==> config.mk <==
export PLATFORM = sky130hd
export DESIGN_NAME = calc_entry_fsm
export DESIGN_NICKNAME = d
export VERILOG_FILES = /design/src/rtl/calc_pkg.sv /design/src/rtl/btn_edge.sv /design/src/rtl/calc_entry_fsm.sv
export SDC_FILE = /design/constraint.sdc
export NUM_CORES = 1
export LEC_CHECK = 0
export CORE_MARGIN = 2
export CORE_UTILIZATION = 51
export DETAILED_ROUTE_END_ITERATION = 10
export HOLD_SLACK_MARGIN = 0.03
export PLACE_DENSITY = 0.79
export SYNTH_ARGS = -nofsm -noshare
export SYNTH_HDL_FRONTEND = slang
export SYNTH_HIERARCHICAL = 1
export SYNTH_SLANG_ARGS = --single-unit
==> constraint.sdc <==
create_clock -name clk -period 2.46 [get_ports clk]
set_input_delay 0.369 -clock clk [delete_from_list [all_inputs] [get_ports clk]]
set_output_delay 0.369 -clock clk [all_outputs]
set_load 0.01 [all_outputs]
==> src/rtl/calc_pkg.sv <==
// Shared calculator definitions: FSM state encoding,
// operator codes and default operand length.
package calc_pkg;

    localparam int NDIG_DEF = 4;

    typedef enum logic [2:0] {
        S_A    = 3'd0,
        S_OP   = 3'd1,
        S_B    = 3'd2,
        S_REQ  = 3'd3,
        S_DONE = 3'd4
    } state_t;

    localparam logic [1:0] OP_ADD = 2'b00;
    localparam logic [1:0] OP_SUB = 2'b01;
    localparam logic [1:0] OP_MUL = 2'b10;
    localparam logic [1:0] OP_DIV = 2'b11;

    function automatic logic is_bcd(input logic [3:0] v);
        return v <= 4'd9;
    endfunction

endpackage

==> src/rtl/btn_edge.sv <==
// Key-down rising-edge detector, one-cycle key_evt.
// Ports: clk, rst_n, btn_press in; key_evt out.
module btn_edge (
    input  logic clk,
    input  logic rst_n,
    input  logic btn_press,
    output logic key_evt
);

    logic prev;
    logic armed;

    // armed stays low until the key has been seen released
    // after reset, so a key held through reset is not an event
    always_ff @(posedge clk or negedge rst_n) begin
        if (!rst_n) begin
            prev  <= 1'b0;
            armed <= 1'b0;
        end else begin
            prev <= btn_press;
            if (!btn_press)
                armed <= 1'b1;
        end
    end

    assign key_evt = btn_press & ~prev & armed;

endmodule

==> src/rtl/calc_entry_fsm.sv <==
// Calculator operand-entry FSM: builds BCD operands, latches
// the operator, handshakes with the arithmetic stage.
// Ports: key flags/values and calc_ack/result_bcd in;
// operand_a/b, op_code, calc_req, disp_bcd, state out.
module calc_entry_fsm
    import calc_pkg::*;
#(
    parameter int NDIG = NDIG_DEF
) (
    input  logic              clk,
    input  logic              rst_n,
    input  logic              btn_press,
    input  logic              is_num,
    input  logic              is_op,
    input  logic              is_eq,
    input  logic [3:0]        num_val,
    input  logic [1:0]        op_val,
    input  logic              calc_ack,
    input  logic [NDIG*4-1:0] result_bcd,
    output logic [NDIG*4-1:0] operand_a,
    output logic [NDIG*4-1:0] operand_b,
    output logic [1:0]        op_code,
    output logic              calc_req,
    output logic [NDIG*4-1:0] disp_bcd,
    output logic [2:0]        state
);

    localparam int W  = NDIG * 4;
    localparam int CW = $clog2(NDIG + 1);
    localparam logic [CW-1:0] FULL = CW'(NDIG);

    logic          key_evt;
    logic          ev_eq, ev_op, ev_num;
    state_t        st, st_n;
    logic [W-1:0]  a_n, b_n, res, res_n;
    logic [1:0]    op_n;
    logic [CW-1:0] cnt_a, cnt_b, cnt_a_n, cnt_b_n;
    logic [W-1:0]  digit;

    btn_edge u_edge (
        .clk       (clk),
        .rst_n     (rst_n),
        .btn_press (btn_press),
        .key_evt   (key_evt)
    );

    assign ev_eq  = key_evt & is_eq;
    assign ev_op  = key_evt & ~is_eq & is_op;
    assign ev_num = key_evt & ~is_eq & ~is_op
                  & is_num & is_bcd(num_val);
    assign digit  = {{(W-4){1'b0}}, num_val};

    always_comb begin
        st_n    = st;
        a_n     = operand_a;
        b_n     = operand_b;
        res_n   = res;
        op_n    = op_code;
        cnt_a_n = cnt_a;
        cnt_b_n = cnt_b;
        case (st)
            S_A: begin
                if (ev_op) begin
                    op_n = op_val;
                    st_n = S_OP;
                end else if (ev_num && cnt_a < FULL) begin
                    a_n     = (operand_a << 4) | digit;
                    cnt_a_n = cnt_a + CW'(1);
                end
            end
            S_OP: begin
                if (ev_op) begin
                    op_n = op_val;
                end else if (ev_num) begin
                    b_n     = digit;
                    cnt_b_n = CW'(1);
                    st_n    = S_B;
                end
            end
            S_B: begin
                if (ev_eq) begin
                    st_n = S_REQ;
                end else if (ev_num && cnt_b < FULL) begin
                    b_n     = (operand_b << 4) | digit;
                    cnt_b_n = cnt_b + CW'(1);
                end
            end
            S_REQ: begin
                if (calc_ack) begin
                    res_n = result_bcd;
                    st_n  = S_DONE;
                end
            end
            S_DONE: begin
                if (ev_op) begin
                    // chain: the result becomes operand A
                    a_n     = res;
                    cnt_a_n = FULL;
                    b_n     = '0;
                    cnt_b_n = '0;
                    op_n    = op_val;
                    st_n    = S_OP;
                end else if (ev_num) begin
                    a_n     = digit;
                    cnt_a_n = CW'(1);
                    b_n     = '0;
                    cnt_b_n = '0;
                    st_n    = S_A;
                end
            end
            default: st_n = S_A;
        endcase
    end

    always_ff @(posedge clk or negedge rst_n) begin
        if (!rst_n) begin
            st        <= S_A;
            operand_a <= '0;
            operand_b <= '0;
            res       <= '0;
            op_code   <= OP_ADD;
            cnt_a     <= '0;
            cnt_b     <= '0;
            calc_req  <= 1'b0;
            disp_bcd  <= '0;
        end else begin
            st        <= st_n;
            operand_a <= a_n;
            operand_b <= b_n;
            res       <= res_n;
            op_code   <= op_n;
            cnt_a     <= cnt_a_n;
            cnt_b     <= cnt_b_n;
            calc_req  <= (st_n == S_REQ);
            case (st_n)
                S_A, S_OP:  disp_bcd <= a_n;
                S_B, S_REQ: disp_bcd <= b_n;
                default:    disp_bcd <= res_n;
            endcase
        end
    end

    assign state = st;

endmodule

==> results of run 1 <==
[how the worst max path moves through the flow]
stage | start | to | slack [ns]
finish | state[1]$_DFF_PN0_ | disp_bcd[4]$_DFF_PN0_ | 0.09
global route | btn_press | disp_bcd[4]$_DFF_PN0_ | 0.04
CTS | btn_press | disp_bcd[4]$_DFF_PN0_ | 0.09
detailed placement | btn_press | disp_bcd[5]$_DFF_PN0_ | -0.43
global placement | btn_press | disp_bcd[13]$_DFF_PN0_ | -0.32
floorplan | u_edge/prev$_DFF_PN0_ | disp_bcd[1]$_DFF_PN0_ | 0.22
[flip-flops by register name, indices dropped and copies added, names as in the netlist]
register and count:
cnt_b 3, op_code 2, res 16, cnt_a 3, operand_a 16, u_edge/prev 1
state 3, u_edge/armed 1, operand_b 16, calc_req 1, disp_bcd 16
[Yosys cell counts, drive strengths merged (3+ instances only)]
cell    count  area share
dfrtp      78        0.51
nand2      38       0.038
a21oi      28       0.037
a22o       25       0.058
nor2       18       0.018
a221o      16       0.042
buf        15       0.020
mux2       13       0.039
o221a      10       0.030
a31oi       9       0.015
clkbuf      9      0.0089
o21ai       9       0.013
inv         8      0.0079
and2        6      0.0099
nand3       5      0.0066
nor2b       4      0.0066
nor3        4      0.0053
o22ai       4      0.0066
a21o        3      0.0059
a22oi       3      0.0059
and3        3      0.0050
mux2i       3      0.0079
nand2b      3      0.0050
o211ai      3      0.0073
or2         3      0.0050
[cell families (layout without fill, tap and decap cells)]
family,after synthesis,in the layout,synth area share
AOI/OAI and AO/OA,126,126,0.263
muxes,16,16,0.0465
buffers and inverters,32,171,0.0366
DFF,78,78,0.515
adders and majority gates,2,2,0.00660
xor gates and xnor gates,1,1,0.00231
and+or+nand+nor,98,98,0.130
[report_power, final]
| part | switching, mW | internal, mW | total (mW) | leakage, nW |
|---|---|---|---|---|
| Clock | 0.505 | 0.587 | 1.09 | 0.117 |
| Sequential | 0.278 | 1.59 | 1.86 | 1.04 |
| Combinational | 0.748 | 0.843 | 1.59 | 1.37 |
| Total | 1.53 | 3.02 | 4.55 | 2.52 |
[cell type report]
| cell class | count | area [sq um] |
|---|---|---|
| clock buffer | 9 | 124 |
| fill | 522 | 1800 |
| tap | 99 | 124 |
| inverter | 8 | 30.0 |
| multi-input combinational | 243 | 1730 |
| clock inverter | 7 | 103 |
| timing repair buffer | 147 | 1360 |
| sequential | 78 | 1950 |
[critical path: stages, from the launching register on]
cell and delay, ns:
sky130_fd_sc_hd__dfrtp_1 0.56, sky130_fd_sc_hd__or3b_1 0.51, sky130_fd_sc_hd__o22ai_1 0.30, sky130_fd_sc_hd__buf_4 0.16
sky130_fd_sc_hd__and2_1 0.18, sky130_fd_sc_hd__nor2_2 0.16, sky130_fd_sc_hd__a221o_1 0.39
[layer usage]
layer	track usage	routed length [um]
met1	0.405	4990
met5	0	0
met3	0.0578	894
met2	0.501	5970
met4	0.169	433
[per-stage QoR]
stage / hold WS, ns / setup slack, ns / TNS, ns / std cells / power, mW
final: 0.0252 / 0.0860 / 0 / 591 / 4.55
after detailed placement: 0.431 / -0.431 / -4.79 / 575 / 3.43
after CTS: 0.0496 / 0.0862 / 0 / 591 / 4.54
after floorplan: 0.0734 / 0.222 / 0 / 353 / 2.58
after global routing: 0.0731 / 0.0356 / 0 / 591 / 4.76
after global placement: 0.424 / -0.320 / -3.77 / 575 / 3.37
==> results summary, run 1 <==
The critical path capture point type is a flop. The first TritonRoute pass finished after 6 iterations. The fraction of layout cells with a size suffix above 1 came out at 0.236.

The number of vias per cell after detailed routing is a little over 6. The leading cell type in the layout, fill and taps excluded is sky130_fd_sc_hd__clkdlybuf4s50_1. The number of cells on the worst reg-to-reg path is 6. The number of buffers added for setup after CTS came out at 0.

The TritonCTS sink count is ~80. The utilization of the core after routing is 0.751. The via count of the first global-routing pass was 3735.

The count of yosys warnings during synthesis came out at 6. The clock tree skew after final layout came out at about 0.012 ns. The area inside the core boundary came out at a little over 7000 sq um. The number of nets handed over by synthesis was roughly 380.

The routed layout has 3662 vias. The register-to-register path setup slack is 0.09 ns. The final antenna-violating net count is 0. Counting flops with an async set or reset pin after synthesis yields a share of 1.00. The number of antenna violations at the first check in global routing was 0.

The residual overflow from global routing is 0. In the synthesized netlist, the number of instances is around 350. The post-synthesis sequential element count came out at 78. The cell leakage power is 2.52 nW. At the pin with the least slew margin, the transition time is approximately 0.64 ns. The worst setup path is launched from a flop.

The number of setup violations in the final report is 0. The die is around 90 um tall. The final routed wirelength across all metal layers is 12.3 mm. The initial core utilization is 0.525. The post-detailed-placement half-perimeter wirelength is 8.80 mm.

In this run, CTS created clock tree buffers numbering 9. The number of antenna diodes came out at 0. The max-capacitance violation count came out at 0.

The area after detailed placement is between 5000 and 6000 sq um. Timing would allow up to approximately 420 MHz. In this run the clock root is driven by a sky130_fd_sc_hd__clkbuf_8. The data required time at the worst endpoint came out at about 2.7 ns.

The cell area after layout is around 5400 sq um. After detailed routing, the average wire length per cell comes to around 21 um. After detailed routing, the number of remaining DRC violations is 0. The post-synthesis area per instance is between 10 and 15 sq um. The type of the worst min-delay path is in2async. In this run the cell area of the synthesized design comes to between 3000 and 4000 sq um.

The final weighted congestion of routability-driven global placement is roughly 0.94. CTS built an H-tree with a depth of 3. The number of hold-repair buffers added at the cts stage came out at 0. The worst setup path is of the reg2reg kind. The clock transition at the registers of the reported paths came out at around 0.08 ns.

The headroom to the max-slew limit came out at 0.573. The number of different library cells in the post-synthesis netlist came out at 55. The die width came out at 90.2 um. For the worst setup path, the data arrival time is between 2 and 3 ns.

The number of buffers on the longest clock path is 2. The hold violation total from the final report was 0. The largest fanout on the critical path is 11.

The number of placed I/O pins is 83. The layout overhead on the synthesized area came out at 42.8%. In this run the critical register-to-register path is captured at disp_bcd[4]$_DFF_PN0_. The power per unit of standard cell area is between 800 and 900 nW/um^2. The share of the clock period used by the worst path came out at 0.965. The DRC violation total after the first TritonRoute iteration is ~260.

The flow ran to the end, and the final reports show no timing, DRC or antenna violations. The worst supply voltage drop on vdd is between 400 and 500 uV. The source of the worst register-to-register timing path is state[1]$_DFF_PN0_. The combined global-route utilization of all metal layers is 0.313. The overall die area is 8140 sq um.

Setup repair after global routing left no endpoint under its margin. The number of I/O port buffers is 82. The wire length of the first global-routing pass is a little under 20 mm. The number of slew-limit violations in the final report came out at 0. In the layout the commonest cells are sky130_fd_sc_hd__clkdlybuf4s50_1, sky130_fd_sc_hd__dfrtp_1, sky130_fd_sc_hd__buf_4, sky130_fd_sc_hd__nand2_1, sky130_fd_sc_hd__a21oi_1. For the worst-skew pair, the clock arrives at the later sink with an insertion delay of 0.35 ns. Subtracting the final worst setup slack from the clock period gives ~2.4 ns. For this run, the post-layout net count is 518. The maximum number of pins on one net before global-route repair came out at 49. Yosys mapped a number of flops with a built-in enable equal to 0. The post-cts sizing count is 1.

For this run, the leading register cell type out of synthesis is sky130_fd_sc_hd__dfrtp_1. The CTS tree is yes. The number of rows created at floorplan is 31. For this run, the register share of the synthesized area comes to 0.515.
Note: power is estimated with default switching activity, not from simulation.
==> inputs of run 2 (changes only) <==
--- a/config.mk
+++ b/config.mk
@@ -8,6 +8,7 @@
 export CORE_MARGIN = 2
 export CORE_UTILIZATION = 51
 export DETAILED_ROUTE_END_ITERATION = 10
+export GPL_TIMING_DRIVEN = 1
 export HOLD_SLACK_MARGIN = 0.03
 export PLACE_DENSITY = 0.79
 export SYNTH_ARGS = -nofsm -noshare
==> results of run 2 <==
Final layout, timing and power as in run 1 (identical DEF).
==> inputs of run 3 (changes only) <==
--- a/config.mk
+++ b/config.mk
@@ -5,12 +5,14 @@
 export SDC_FILE = /design/constraint.sdc
 export NUM_CORES = 1
 export LEC_CHECK = 0
+export ABC_AREA = 1
 export CORE_MARGIN = 2
 export CORE_UTILIZATION = 51
 export DETAILED_ROUTE_END_ITERATION = 10
 export GPL_TIMING_DRIVEN = 1
 export HOLD_SLACK_MARGIN = 0.03
 export PLACE_DENSITY = 0.79
+export SLEW_MARGIN = 10
 export SYNTH_ARGS = -nofsm -noshare
 export SYNTH_HDL_FRONTEND = slang
 export SYNTH_HIERARCHICAL = 1
==> results summary, run 3 <==
Compared with the post-synthesis result, the final layout area differs by 30.5%. The final weighted congestion of routability-driven global placement is a little over 0.9. The die width is 92.3 um. The total number of vias is about 3700.

The sum of internal, switching and leakage power came out at between 4 and 5 mW. The TritonCTS sink count came out at 78. The slew at the pin closest to its max-slew limit is between 0.9 and 1 ns. On the final layout, the worst hold slack is 0.126 ns. The hold violation total from the final report is 0. The number of gates resized after CTS was 0. The number of buffers and inverters on the critical path came out at 1. The final antenna-violating net count is 0.

The max-capacitance violation count is 0. The number of antenna violations at the first check in global routing came out at 0. The clock transition at the registers of the reported paths is roughly 0.09 ns. The floorplan die height is ~90 um. The flow ran to the end, and the final reports show no timing, DRC or antenna violations.

The power per unit of standard cell area is about 900 nW/um^2. The number of hold-repair buffers added at the cts stage came out at 0. The path class of the tightest hold or removal check is in2async. The number of buffers added for setup after CTS is 0. The cell leakage power came out at 2.58 nW. Traced cell by cell, the critical path runs through clkdlybuf4s50_1 -> nand2_1 -> nor2_2 -> nand2_1 -> nor2_4 -> nand2_4 -> nand2_1 -> nand4_4 -> nand2_1 -> nand2_1 -> nand2_1 -> nand3_1.

The synthesized netlist cell count is between 500 and 600. TritonCTS built the clock tree. The delay of the slowest critical-path stage is 0.51 ns.

The wire length per cell is approximately 15 um. The number of clock buffers added by TritonCTS is 9. sky130_fd_sc_hd__dfrtp_1 takes more of the synthesized area than any other cell. The number of antenna diodes is 0.

The type of the setup path with the least slack is in2reg. The number of setup violations in the final report is 0. The filler-free cell count of the finished design came out at 716. The number of rows created at floorplan is 32. The H-tree depth came out at 3. In the finished design, the share of the clock period the worst path needs comes to 0.855. Yosys attributes the largest share of cell area to sky130_fd_sc_hd__dfrtp_1, sky130_fd_sc_hd__nand2_1, sky130_fd_sc_hd__nand3_1. By instance count, the cell type seen most on the critical path is sky130_fd_sc_hd__nand2_1. The number of remaining DRC errors is 0.

The critical path starts at btn_press. The met3 track utilization from global routing came out at 0.0312. The cell with the most instances after synthesis is sky130_fd_sc_hd__nand2_1. The part of the Yosys area used for sequential elements is 0.491. The async set-or-reset flop fraction in the synthesized netlist came out at 1.00.

Leaving out fill and tap cells, the most frequent cell in the layout is sky130_fd_sc_hd__nand2_1. The post-detailed-placement half-perimeter wirelength came out at 8.13 mm. The number of placed I/O pins came out at 83.

The critical path capture point type is a flop. Clock latency on the worst-skew pair, taken at its later pin, is about 0.36 ns. The worst setup path is launched from an input pin. For this run, the total global-route usage over all layers was measured as 0.277. For this run the aggregate overflow at the end of global routing stands at 0.

The worst endpoint data arrival time came out at 2.35 ns. The area inside the core boundary is ~7600 sq um. The via count of the first global-routing pass came out at between 3000 and 4000. The top cell types in the final layout, fill and taps aside, are sky130_fd_sc_hd__nand2_1, sky130_fd_sc_hd__clkdlybuf4s50_1, sky130_fd_sc_hd__dfrtp_1, sky130_fd_sc_hd__nand3_1, sky130_fd_sc_hd__inv_1. The number of nets produced by synthesis is 542.

The number of slew-limit violations in the final report came out at 0. The shortest period the worst path allows came out at 2.10 ns. The source of the worst register-to-register timing path is state[1]$_DFF_PN0_.

The upper clock frequency limit is 475 MHz. The length of the first detailed-routing pass in iterations is 5. VDD sags by at most roughly 590 uV. The post-synthesis area per instance is 7.78 sq um. The largest fanout on the critical path came out at 17. The post-synthesis sequential element count came out at between 70 and 80. Measured against its own limit, the worst slew margin works out to 0.349. The initial utilization of the core area, before any placement, comes to 0.520. The share of synthesized area in the top cell type comes to 0.491. CTS placed an instance of sky130_fd_sc_hd__clkbuf_8 at the clock tree root.

For the worst setup path, the data required time is between 2 and 3 ns. The maximum number of pins on one net before global-route repair is 79. The met1 usage came out at 0.419. Setup repair after global routing left no endpoint under its margin. The number of nets in the layout came out at 640. The final routed wirelength across all metal layers came out at roughly 11 mm. The number of buffers on the longest clock path is 2. In the global route stage, met2 resource usage came out at 0.414.

In this run the most used layer during global routing was met1. The first global-routing pass estimated 18.0 mm of wire. The DRC violation total after the first TritonRoute iteration came out at between 300 and 400. The number of vias per cell after detailed routing came out at between 5 and 6. In this run, placement finished with an instance count of 700. For this run, the leading register cell type out of synthesis is sky130_fd_sc_hd__dfrtp_1. The filler cells instantiated in the layout total 654. The overall die area came out at 8510 sq um. The slowest stage of the critical path belongs to the cell sky130_fd_sc_hd__clkdlybuf4s50_1. The clock tree skew after final layout is roughly 0.019 ns. The number of synthesized flops with an enable pin came out at 0. In this run, distinct cell masters in the synthesized netlist total 34. The cell area that synthesis handed to floorplanning was between 3000 and 4000 sq um. Ranked by instance count, the synthesized netlist is headed by sky130_fd_sc_hd__nand2_1, sky130_fd_sc_hd__dfrtp_1, sky130_fd_sc_hd__nand3_1, sky130_fd_sc_hd__inv_1, sky130_fd_sc_hd__o21ai_0.

The number of I/O port buffers is between 80 and 90. The count of yosys warnings during synthesis came out at 6. Grouping stages by cell kind, the critical path spends the most delay in simple AND/OR/NAND/NOR gates.

The fraction of layout cells with a size suffix above 1 came out at 0.130.
run 3: cell types whose count changed after synthesis, moves of 14 or more:
| cell | delta |
|---|---|
| sky130_fd_sc_hd__o21ai_0 | +24 |
| sky130_fd_sc_hd__a22o_1 | -25 |
| sky130_fd_sc_hd__nand2_1 | +159 |
| sky130_fd_sc_hd__inv_1 | +37 |
| sky130_fd_sc_hd__nand2_2 | +14 |
| sky130_fd_sc_hd__nand3_1 | +44 |
| sky130_fd_sc_hd__a221o_1 | -16 |
run 3: cell type report:
cell class                      count  area [sq um]  share of cell area
Multi-Input combinational cell    366          1740               0.335
Tap cell                          102           128              0.0246
Sequential cell                    78          1950               0.376
Inverter                           53           199              0.0384
Timing Repair Buffer              101           986               0.190
Clock inverter                      7          62.6              0.0121
Clock buffer                        9           124              0.0239
run 3: worst register-to-register path: cells and delay by family, from the launching register on:
kind,cells,cell delay (ns)
flops,1,0.48
buf+inv,3,0.58
simple gates,6,0.76
run 3: logic make-up after synthesis:
kind of cell / after synthesis / synth area share
AND/OR/NAND/NOR: 310 / 0.354
flip-flops: 78 / 0.491
multiplexers: 2 / 0.00567
buffers and inverters: 67 / 0.0721
AO/OA/AOI/OAI: 52 / 0.0708
adder cells (fa/ha/maj): 2 / 0.00630
run 3: report_power, final:
part / switching (mW) / internal [mW] / leakage [nW]
combinational: 1.05 / 0.831 / 1.58
sequential: 0.233 / 1.62 / 0.903
clock: 0.546 / 0.390 / 0.0931
run 3: worst paths after layout:
kind / cells after the start / endpoint / slack (ns)
min reg2reg: 2 / u_edge/armed$_DFFE_PN0N_ / 0.49
max reg2reg: 9 / disp_bcd[15]$_DFF_PN0_ / 0.54
min: 1 / operand_a[0]$_DFF_PN0_ / 0.13
max: 12 / disp_bcd[9]$_DFF_PN0_ / 0.36
max in group asynchronous: 1 / operand_b[8]$_DFF_PN0_ / 1.65
min in group clk: 2 / u_edge/armed$_DFFE_PN0N_ / 0.49
run 3: per-layer routing:
| layer | routed length [um] | share of wire |
|---|---|---|
| met1 | 5110 | 0.46 |
| met2 | 4960 | 0.45 |
| met5 | 0 | 0 |
| met3 | 760 | 0.069 |
| met4 | 202 | 0.018 |
run 3: metrics by stage:
stage | util | instance area [sq um] | worst slack (ns) | setup TNS (ns)
2_1_floorplan | - | 3970 | 0.794 | 0
3_3_place_gp | 0.654 | 5000 | 0.0651 | 0
3_5_place_dp | 0.654 | 5000 | -0.0229 | -0.0326
4_1_cts | 0.678 | 5190 | 0.372 | 0
5_1_grt | 0.678 | 5190 | 0.162 | 0
6_report | 0.678 | 5190 | 0.356 | 0
